File: config.mk
export PLATFORM = sky130hd
export DESIGN_NAME = bin_to_bcd_flat
export DESIGN_NICKNAME = d
export VERILOG_FILES = /design/src/rtl/calc_pkg.sv /design/src/rtl/bin_to_bcd_if.sv /design/src/rtl/bin_to_bcd_digit_adj.sv /design/src/rtl/bin_to_bcd.sv /design/src/flat_wrapper.sv
export SDC_FILE = /design/constraint.sdc
export NUM_CORES = 1
export LEC_CHECK = 0
export ABC_AREA = 1
export CAP_MARGIN = 10
export CORE_UTILIZATION = 55
export DETAILED_ROUTE_END_ITERATION = 8
export PLACE_DENSITY = 0.8
export SLEW_MARGIN = 20
export SYNTH_ARGS = -nofsm -noshare
export SYNTH_HDL_FRONTEND = slang
export SYNTH_HIERARCHICAL = 1
export SYNTH_SLANG_ARGS = --single-unit
File: constraint.sdc
create_clock -name clock -period 2.6 [get_ports clock]
set_input_delay 0.78 -clock clock [delete_from_list [all_inputs] [get_ports clock]]
set_output_delay 0.78 -clock clock [all_outputs]
set_load 0.005 [all_outputs]
File: src/rtl/calc_pkg.sv
// Shared definitions for the arithmetic datapath: FSM encoding, BCD digit
// width and default operand widths so the multiplier and converter agree.
package calc_pkg;

  localparam int BCD_W         = 4;
  localparam int BIN_WIDTH_DEF = 32;
  localparam int DIGITS_DEF    = 10;
  localparam int NUM_DIGITS_W  = 4;
  localparam int PRODUCT_W     = BIN_WIDTH_DEF;

  typedef enum logic [1:0] {
    IDLE  = 2'd0,
    SHIFT = 2'd1,
    DONE  = 2'd2
  } state_t;

endpackage

File: src/rtl/bin_to_bcd_if.sv
// Start/completed handshake bundle between the multiplier side, the
// binary-to-BCD converter and the display driver.
interface bin_to_bcd_if
  import calc_pkg::*;
#(
  parameter int BIN_WIDTH = BIN_WIDTH_DEF,
  parameter int DIGITS    = DIGITS_DEF
);

  logic                    start;
  logic [BIN_WIDTH-1:0]    bin_in;
  logic [BCD_W*DIGITS-1:0] bcd_out;
  logic [NUM_DIGITS_W-1:0] num_digits;
  logic                    busy;
  logic                    completed;

  modport master (
    output start, bin_in,
    input  bcd_out, num_digits, busy, completed
  );

  modport slave (
    input  start, bin_in,
    output bcd_out, num_digits, busy, completed
  );

endinterface

File: src/rtl/bin_to_bcd_digit_adj.sv
// Double-dabble correction cell: a BCD digit of 5 or more gets +3 so that the
// following left shift carries correctly into the next decimal digit.
module bcd_digit_adj
  import calc_pkg::*;
(
  input  logic [BCD_W-1:0] din,
  output logic [BCD_W-1:0] dout
);

  // Inputs are 0..9, so the 4-bit sum never overflows.
  assign dout = (din >= BCD_W'(5)) ? din + BCD_W'(3) : din;

endmodule

File: src/rtl/bin_to_bcd.sv
// Sequential double-dabble converter: one shift per clock, result and
// significant-digit count registered in a single DONE cycle.
module bin_to_bcd
  import calc_pkg::*;
#(
  parameter int BIN_WIDTH = BIN_WIDTH_DEF,
  parameter int DIGITS    = DIGITS_DEF
) (
  input  logic         clock,
  input  logic         rst,
  bin_to_bcd_if.slave  bus
);

  localparam int BCD_BITS = BCD_W * DIGITS;
  localparam int COUNT_W  = $clog2(BIN_WIDTH + 1);
  localparam logic [COUNT_W-1:0] LAST_COUNT = COUNT_W'(BIN_WIDTH - 1);

  state_t                  state_reg, state_next;
  logic [BCD_BITS-1:0]     bcd_reg, bcd_next;
  logic [BIN_WIDTH-1:0]    bin_reg, bin_next;
  logic [COUNT_W-1:0]      count_reg, count_next;
  logic [BCD_BITS-1:0]     bcd_out_reg, bcd_out_next;
  logic [NUM_DIGITS_W-1:0] num_digits_reg, num_digits_next;
  logic                    busy_reg, busy_next;
  logic                    completed_reg, completed_next;

  logic [BCD_BITS-1:0]     bcd_adj;
  logic [NUM_DIGITS_W-1:0] sig_digits;

  genvar gi;
  generate
    for (gi = 0; gi < DIGITS; gi++) begin : g_adj
      bcd_digit_adj u_adj (
        .din  (bcd_reg[gi*BCD_W +: BCD_W]),
        .dout (bcd_adj[gi*BCD_W +: BCD_W])
      );
    end
  endgenerate

  // Highest nonzero digit wins; an all-zero value still shows one digit.
  always_comb begin
    sig_digits = NUM_DIGITS_W'(1);
    for (int i = 0; i < DIGITS; i++) begin
      if (bcd_reg[i*BCD_W +: BCD_W] != '0) begin
        sig_digits = NUM_DIGITS_W'(i + 1);
      end
    end
  end

  always_comb begin
    state_next      = state_reg;
    bcd_next        = bcd_reg;
    bin_next        = bin_reg;
    count_next      = count_reg;
    bcd_out_next    = bcd_out_reg;
    num_digits_next = num_digits_reg;
    busy_next       = busy_reg;
    completed_next  = completed_reg;
    case (state_reg)
      IDLE: begin
        if (bus.start) begin
          bcd_next       = '0;
          bin_next       = bus.bin_in;
          count_next     = '0;
          busy_next      = 1'b1;
          completed_next = 1'b0;
          state_next     = SHIFT;
        end
      end
      SHIFT: begin
        // Shift {adjusted bcd, bin} left by one; the bcd MSB falls off.
        bcd_next   = {bcd_adj[BCD_BITS-2:0], bin_reg[BIN_WIDTH-1]};
        bin_next   = {bin_reg[BIN_WIDTH-2:0], 1'b0};
        count_next = count_reg + COUNT_W'(1);
        if (count_reg == LAST_COUNT) begin
          state_next = DONE;
        end
      end
      DONE: begin
        bcd_out_next    = bcd_reg;
        num_digits_next = sig_digits;
        busy_next       = 1'b0;
        completed_next  = 1'b1;
        state_next      = IDLE;
      end
      default: state_next = IDLE;
    endcase
  end

  always_ff @(posedge clock) begin
    if (rst) begin
      state_reg      <= IDLE;
      bcd_reg        <= '0;
      bin_reg        <= '0;
      count_reg      <= '0;
      bcd_out_reg    <= '0;
      num_digits_reg <= NUM_DIGITS_W'(1);
      busy_reg       <= 1'b0;
      completed_reg  <= 1'b0;
    end else begin
      state_reg      <= state_next;
      bcd_reg        <= bcd_next;
      bin_reg        <= bin_next;
      count_reg      <= count_next;
      bcd_out_reg    <= bcd_out_next;
      num_digits_reg <= num_digits_next;
      busy_reg       <= busy_next;
      completed_reg  <= completed_next;
    end
  end

  assign bus.bcd_out    = bcd_out_reg;
  assign bus.num_digits = num_digits_reg;
  assign bus.busy       = busy_reg;
  assign bus.completed  = completed_reg;

endmodule

File: src/flat_wrapper.sv
// flat-port wrapper written by rule: the top's interface ports become plain ports
module bin_to_bcd_flat import calc_pkg::*;
#(
  parameter int BIN_WIDTH = BIN_WIDTH_DEF,
  parameter int DIGITS    = DIGITS_DEF
)
  (clock, rst, bus_start, bus_bin_in, bus_bcd_out, bus_num_digits, bus_busy, bus_completed);
  bin_to_bcd_if #(.BIN_WIDTH(BIN_WIDTH), .DIGITS(DIGITS)) bus_i ();
  input  logic clock;
  input  logic rst;
  input wire logic [$bits(bus_i.start)-1:0] bus_start;
  input wire logic [$bits(bus_i.bin_in)-1:0] bus_bin_in;
  output wire logic [$bits(bus_i.bcd_out)-1:0] bus_bcd_out;
  output wire logic [$bits(bus_i.num_digits)-1:0] bus_num_digits;
  output wire logic [$bits(bus_i.busy)-1:0] bus_busy;
  output wire logic [$bits(bus_i.completed)-1:0] bus_completed;
  assign bus_i.start = bus_start;
  assign bus_i.bin_in = bus_bin_in;
  assign bus_bcd_out = bus_i.bcd_out;
  assign bus_num_digits = bus_i.num_digits;
  assign bus_busy = bus_i.busy;
  assign bus_completed = bus_i.completed;
  bin_to_bcd #(.BIN_WIDTH(BIN_WIDTH), .DIGITS(DIGITS)) u_core (.clock(clock), .rst(rst), .bus(bus_i));
endmodule
==> results.txt, run 1 <==
CTS root buffer -> clkbuf_8
setup_tns -> 0 ps
# diodes -> 0
total CTS buffers -> 17
pins over their slew limit -> 0
FF/Latch Area -> 2522 µm²
share of cells above drive strength 1 -> 12.86%
Max-Cap Viols -> 0
final setup fails -> 0
FF-to-FF End -> u_core/bus.num_digits[2]$_SDFFE_PP0P_
detailed placement HPWL -> 9.433 mm
total grt overflow -> 0
Pre-antenna DRT Iters -> 5
DR iter-0 viols -> 427
Hold WC Path Type -> register to register
combinational share of power -> 6.5%
Post-Syn Nets -> 838
Die ar. -> 11360 µm²
pre-CTS setup slack -> 306.3 ps
Port Buffers -> 80
relative slew slack -> 50.65%
Cell Rows -> 37
clk slew on worst S/H paths -> 60 ps
RSZ-0062 raised after global routing -> false
Top-Level Pins -> 81
hold endpoint -> u_core/bin_reg[6]$_SDFFE_PP0P_
Net Sw Frac -> 26.38%
Final Hold Vio Count -> 0
post-CTS setup buffers -> 0
H-tree depth -> 4
clk_lat worst skew -> 510 ps
critical path launch point type -> register
fmax -> 457.0 MHz
GRT Total Usage -> 26.04%
detailed-route wire length -> 14.30 mm
Critical-path top delay cell -> clkdlybuf4s50_1
Data required, critical path -> 1820 ps
Setup Skew -> 8.785 ps
Post-Place Cells -> 967
synthesis-to-layout area growth -> 23.30%
critical path capture point type -> output port
Clock Power Share -> 48.7%
vias post-DR -> 5527
number of fill cells -> 828
Final Cycle Share -> 84.17%
Leak -> 2.722 nW
number of routed nets with antenna violations -> 0
core area -> 10460 µm²
peak fanout along the critical path -> 2
Worst Setup SP -> u_core/bus.num_digits[1]$_SDFFE_PP0P_
Cell Area, Synth -> 6015 µm²
Critical Path AT -> 1410 ps
Layout Nets -> 906
P_sw -> 1.190 mW
Bufs and invs on worst path -> 1
clk sinks -> 126
Synth Area per Inst -> 7.691 µm²
clock buffer depth -> 2
vias in the first global route -> 5289
Internal Power -> 3.320 mW
Placer Congestion -> 0.8122
post_cts resized -> 0
R2R Path Start -> u_core/state_reg[1]$_SDFFE_PP0P_
status -> completed
CTS tree -> yes
R2R Setup Slk -> 890 ps
first-pass GRT wire length -> 23.87 mm
hold path depth -> 2
largest net degree at the start of global routing -> 58
delay-heaviest family, CP -> buffers and inverters
routed len/inst -> 14.31 µm
Initial Util -> 57.49%
R2R depth -> 7
Pwr per Cell Area -> 608.1 nW/µm²
WS Path Type -> register to output port
worst vdd ir -> 0.4679 mV
yosys warns -> 6
non-filler cells, final -> 999
fin crit period -> 2188 ps
Vias per Instance -> 5.533
hold buffers post-CTS -> 0
Post-route DRC -> 0
Synth Instances -> 782
chip width -> 106.6 µm
footprint of the multi-input gates -> 2934 µm²
HP Start -> u_core/bin_reg[6]$_SDFFE_PP0P_
critical-path cell list -> clkdlybuf4s50_1
Die Ht -> 106.6 µm
Worst-Margin Slew -> 733.5 ps
Reg power frac -> 44.7%
max incr delay on CP -> 520 ps
initial antenna violation count -> 0
worst setup slack after layout -> 411.6 ps
## power groups by stage
stage               combinational (mW)  sequential [mW]  clock [mW]
detailed placement               0.292             2.06           0
CTS                              0.294             2.02        2.23
global route                     0.326             2.02        2.31
global placement                 0.282             2.06           0
finish                           0.295             2.02        2.20
floorplan                        0.193             2.05           0
## worst register-to-register path: cells and delay by family (launching register included)
kind | cells | cell delay [ps]
buf+inv | 2 | 610
flops | 1 | 440
simple gates | 5 | 610
## final cells by class
class                   count  share of cell area, %
clock buffers              17                  5.585
repair buffers             88                  11.78
well taps                 136                  2.295
inverters                  97                  4.910
clock inverters            15                  1.856
flip-flops and latches    126                  34.01
multi-input cells         520                  39.56
## how the worst max path moves through the flow
stage	to	cells after the start
after floorplan	u_core/bcd_reg[29]$_SDFFE_PP0P_	6
after global placement	u_core/state_reg[0]$_SDFFE_PP0P_	7
after detailed placement	u_core/count_reg[2]$_SDFFE_PP0P_	7
after CTS	bus_num_digits[1]	1
after global routing	bus_bcd_out[38]	1
final	bus_num_digits[1]	1
## metrics by stage
| step | cell area, µm² | power (mW) | hold slack (ps) | util [%] |
|---|---|---|---|---|
| CTS | 7416 | 4.536 | 449.3 | 70.88 |
| detailed placement | 6864 | 2.350 | 436.8 | 65.61 |
| finish | 7416 | 4.509 | 447.5 | 70.88 |
| floorplan | 6015 | 2.244 | 424.1 | - |
| global placement | 6864 | 2.338 | 431.9 | 65.61 |
| global route | 7416 | 4.658 | 460.8 | 70.88 |
## cells in the final DEF (no fill, tap or decap), drive strengths merged, types with 3 or more instances in the layout
master           n
a211oi          15
a21oi           71
a22oi           16
a31oi            3
buf              8
clkbuf          17
clkdlybuf4s50   80
clkinvlp         3
dfxtp          126
ha              21
inv            108
nand2          138
nand3           37
nor2           118
nor3             3
nor4             4
o21ai           59
o221ai          28
## per-layer routing
layer  share of wire (%)  up-vias  track usage (%)
met5                   0        -                0
met3                 5.6       27            5.532
met1                  43     2566            31.88
met4                 1.7        0            10.27
met2                  50      186            44.52
li1                    -     2748                -
(Power assumes the default switching activity.)
==> run 2: changes to the inputs <==
CORE_UTILIZATION = 50   (was 55)
PLACE_DENSITY = 0.77   (was 0.8)
clock period = 2 ns   (was 2.6 ns; I/O delays follow)
==> run 2 against run 1 <==
  * The flow now finishes with violations (design-rule violations)
  * Clock skew decreased by 4.9 ps
  * Cell area increased by 1.8%
  * Non-clock buffer count grew 7
  * Clock power up 25%
  * Combinational power rose by 45%
  * Hold slack worse by 2.9 ps
  * Largest power group unchanged
  * Sequential share of layout area is 0.60 points lower
  * Clock-buffer cell count is 7 higher
==> results.txt, run 2 (synthesis results as in run 1) <==
vias post-DR -> 5457 (was 5527)
critical path launch point type -> register (unchanged)
Max-Cap Viols -> 0 (unchanged)
peak fanout along the critical path -> 2 (unchanged)
clock buffer depth -> 2 (unchanged)
RSZ-0062 raised after global routing -> false (unchanged)
critical path capture point type -> output port (unchanged)
Vias per Instance -> 5.398 (was 5.533)
Layout Nets -> 913 (was 906)
H-tree depth -> 4 (unchanged)
Leak -> 2.786 nW (was 2.722 nW)
Die ar. -> 12470 µm² (was 11360 µm²)
Top-Level Pins -> 81 (unchanged)
first-pass GRT wire length -> 24.01 mm (was 23.87 mm)
Pwr per Cell Area -> 770.6 nW/µm² (was 608.1 nW/µm²)
GRT Total Usage -> 23.82% (was 26.04%)
detailed placement HPWL -> 9.838 mm (was 9.433 mm)
WS Path Type -> register to output port (unchanged)
fin crit period -> 1909 ps
initial antenna violation count -> 0 (unchanged)
total grt overflow -> 0 (unchanged)
status -> finished with violations (was completed)
clk_lat worst skew -> 410 ps (was 510 ps)
final setup fails -> 0 (unchanged)
Post-route DRC -> 6 (was 0)
Die Ht -> 111.7 µm (was 106.6 µm)
pre-CTS setup slack -> 36.16 ps (was 306.3 ps)
Initial Util -> 52.01% (was 57.49%)
max incr delay on CP -> 520 ps (about the same)
hold buffers post-CTS -> 0 (unchanged)
core area -> 11560 µm² (was 10460 µm²)
routed len/inst -> 14.01 µm (was 14.31 µm)
Critical Path AT -> 1310 ps (was 1410 ps)
Placed Area -> 7013 µm² (was 6864 µm²)
most frequent cells in the layout -> nand2_1 (126), dfxtp_1 (126), nor2_1 (94) (unchanged)
CTS tree -> yes (unchanged)
Port Buffers -> 80 (unchanged)
number of routed nets with antenna violations -> 0 (unchanged)
Pre-antenna DRT Iters -> 9 (was 5)
total CTS buffers -> 17 (unchanged)
clk sinks -> 126 (unchanged)
post_cts resized -> 0 (unchanged)
DR iter-0 viols -> 359 (was 427)
vias in the first global route -> 5370 (was 5289)
CTS root buffer -> clkbuf_16 (was clkbuf_8)
worst setup slack after layout -> 90.85 ps (was 411.6 ps)
Final Cell Area -> 7550 µm² (was 7416 µm²)
relative slew slack -> 65.07% (was 50.65%)
synthesis-to-layout area growth -> 25.53% (was 23.30%)
delay-heaviest family, CP -> buffers and inverters (unchanged)
failing checks -> design-rule violations
Pwr Total -> 5.818 mW (was 4.509 mW)
post-CTS setup buffers -> 0 (unchanged)
share of cells above drive strength 1 -> 13.13% (was 12.86%)
Final Cycle Share -> 95.46%
number of fill cells -> 943 (was 828)
Critical-path top delay cell -> clkdlybuf4s50_1 (unchanged)
setup_tns -> 0 ps (unchanged)
critical-path cell list -> clkdlybuf4s50_1 (unchanged)
Worst-Margin Slew -> 519.1 ps (was 733.5 ps)
pins over their slew limit -> 0 (unchanged)
final core utilization -> 65.28% (was 70.88%)
chip width -> 111.7 µm (was 106.6 µm)
clk slew on worst S/H paths -> 50 ps (was 60 ps)
detailed-route wire length -> 14.16 mm (was 14.30 mm)
fmax -> 523.8 MHz
# diodes -> 0 (unchanged)
Cell Rows -> 39 (was 37)
Setup Skew -> 3.911 ps (was 8.785 ps)
Bufs and invs on worst path -> 1 (unchanged)
Placer Congestion -> 0.7976 (was 0.8122)
worst vdd ir -> 0.5950 mV (was 0.4679 mV)
Data required, critical path -> 1400 ps (was 1820 ps)
Final Hold Vio Count -> 0 (unchanged)
largest net degree at the start of global routing -> 54 (was 58)
Hold WC Path Type -> register to register (unchanged)
-- run 2: cell type report --
cell class	count	area [µm²]	area share, %
inverters	97	364.1	4.823
clock inverters	6	35.03	0.4640
repair buffers	95	1013	13.42
flip-flops and latches	126	2522	33.41
multi-input cells	520	2934	38.86
well taps	143	178.9	2.370
clock buffers	24	501.7	6.646
-- run 2: metrics by stage --
step                hold WS (ps)  instances
floorplan                  424.1        782
global placement           431.4        981
detailed placement         438.1        981
CTS                        448.4       1011
global route               461.7       1011
finish                     444.6       1011
-- run 2: where the power goes --
part	total (mW)	internal, mW	switching, mW	leakage, nW
sequential	2.63	2.59	0.0400	1.02
clock	2.76	1.72	1.04	0.264
combinational	0.428	0.187	0.241	1.50
-- run 2: routing by layer --
| metal | global-route usage [%] | wire length (µm) | share of wire, % | vias to the layer above |
|---|---|---|---|---|
| li1 | - | - | - | 2748 |
| met1 | 28.60 | 6228 | 44 | 2557 |
| met2 | 39.96 | 7044 | 50 | 130 |
| met3 | 6.369 | 656 | 4.6 | 22 |
| met4 | 10.45 | 234 | 1.7 | 0 |
| met5 | 0 | 0 | 0 | - |
-- run 2: final timing paths --
| path | start | end | slack [ps] | depth (start not counted) |
|---|---|---|---|---|
| worst max-delay path | u_core/bus.num_digits[2]$_SDFFE_PP0P_ | bus_num_digits[2] | 90 | 1 |
| worst min-delay path | u_core/bin_reg[11]$_SDFFE_PP0P_ | u_core/bin_reg[11]$_SDFFE_PP0P_ | 440 | 2 |
| worst max register to register | u_core/state_reg[0]$_SDFFE_PP0P_ | u_core/bin_reg[14]$_SDFFE_PP0P_ | 350 | 5 |
| worst min register to register | u_core/bin_reg[11]$_SDFFE_PP0P_ | u_core/bin_reg[11]$_SDFFE_PP0P_ | 440 | 2 |
-- run 2: tightest hold or removal path, stage by stage (launching register included) --
cell and delay, ps:
dfxtp_1 300, inv_1 50, a21oi_1 50
==> run 3: changes to the inputs <==
CAP_MARGIN = 20   (was 10)
==> results of run 3 <==
Final layout, timing and power as in run 2 (identical DEF).
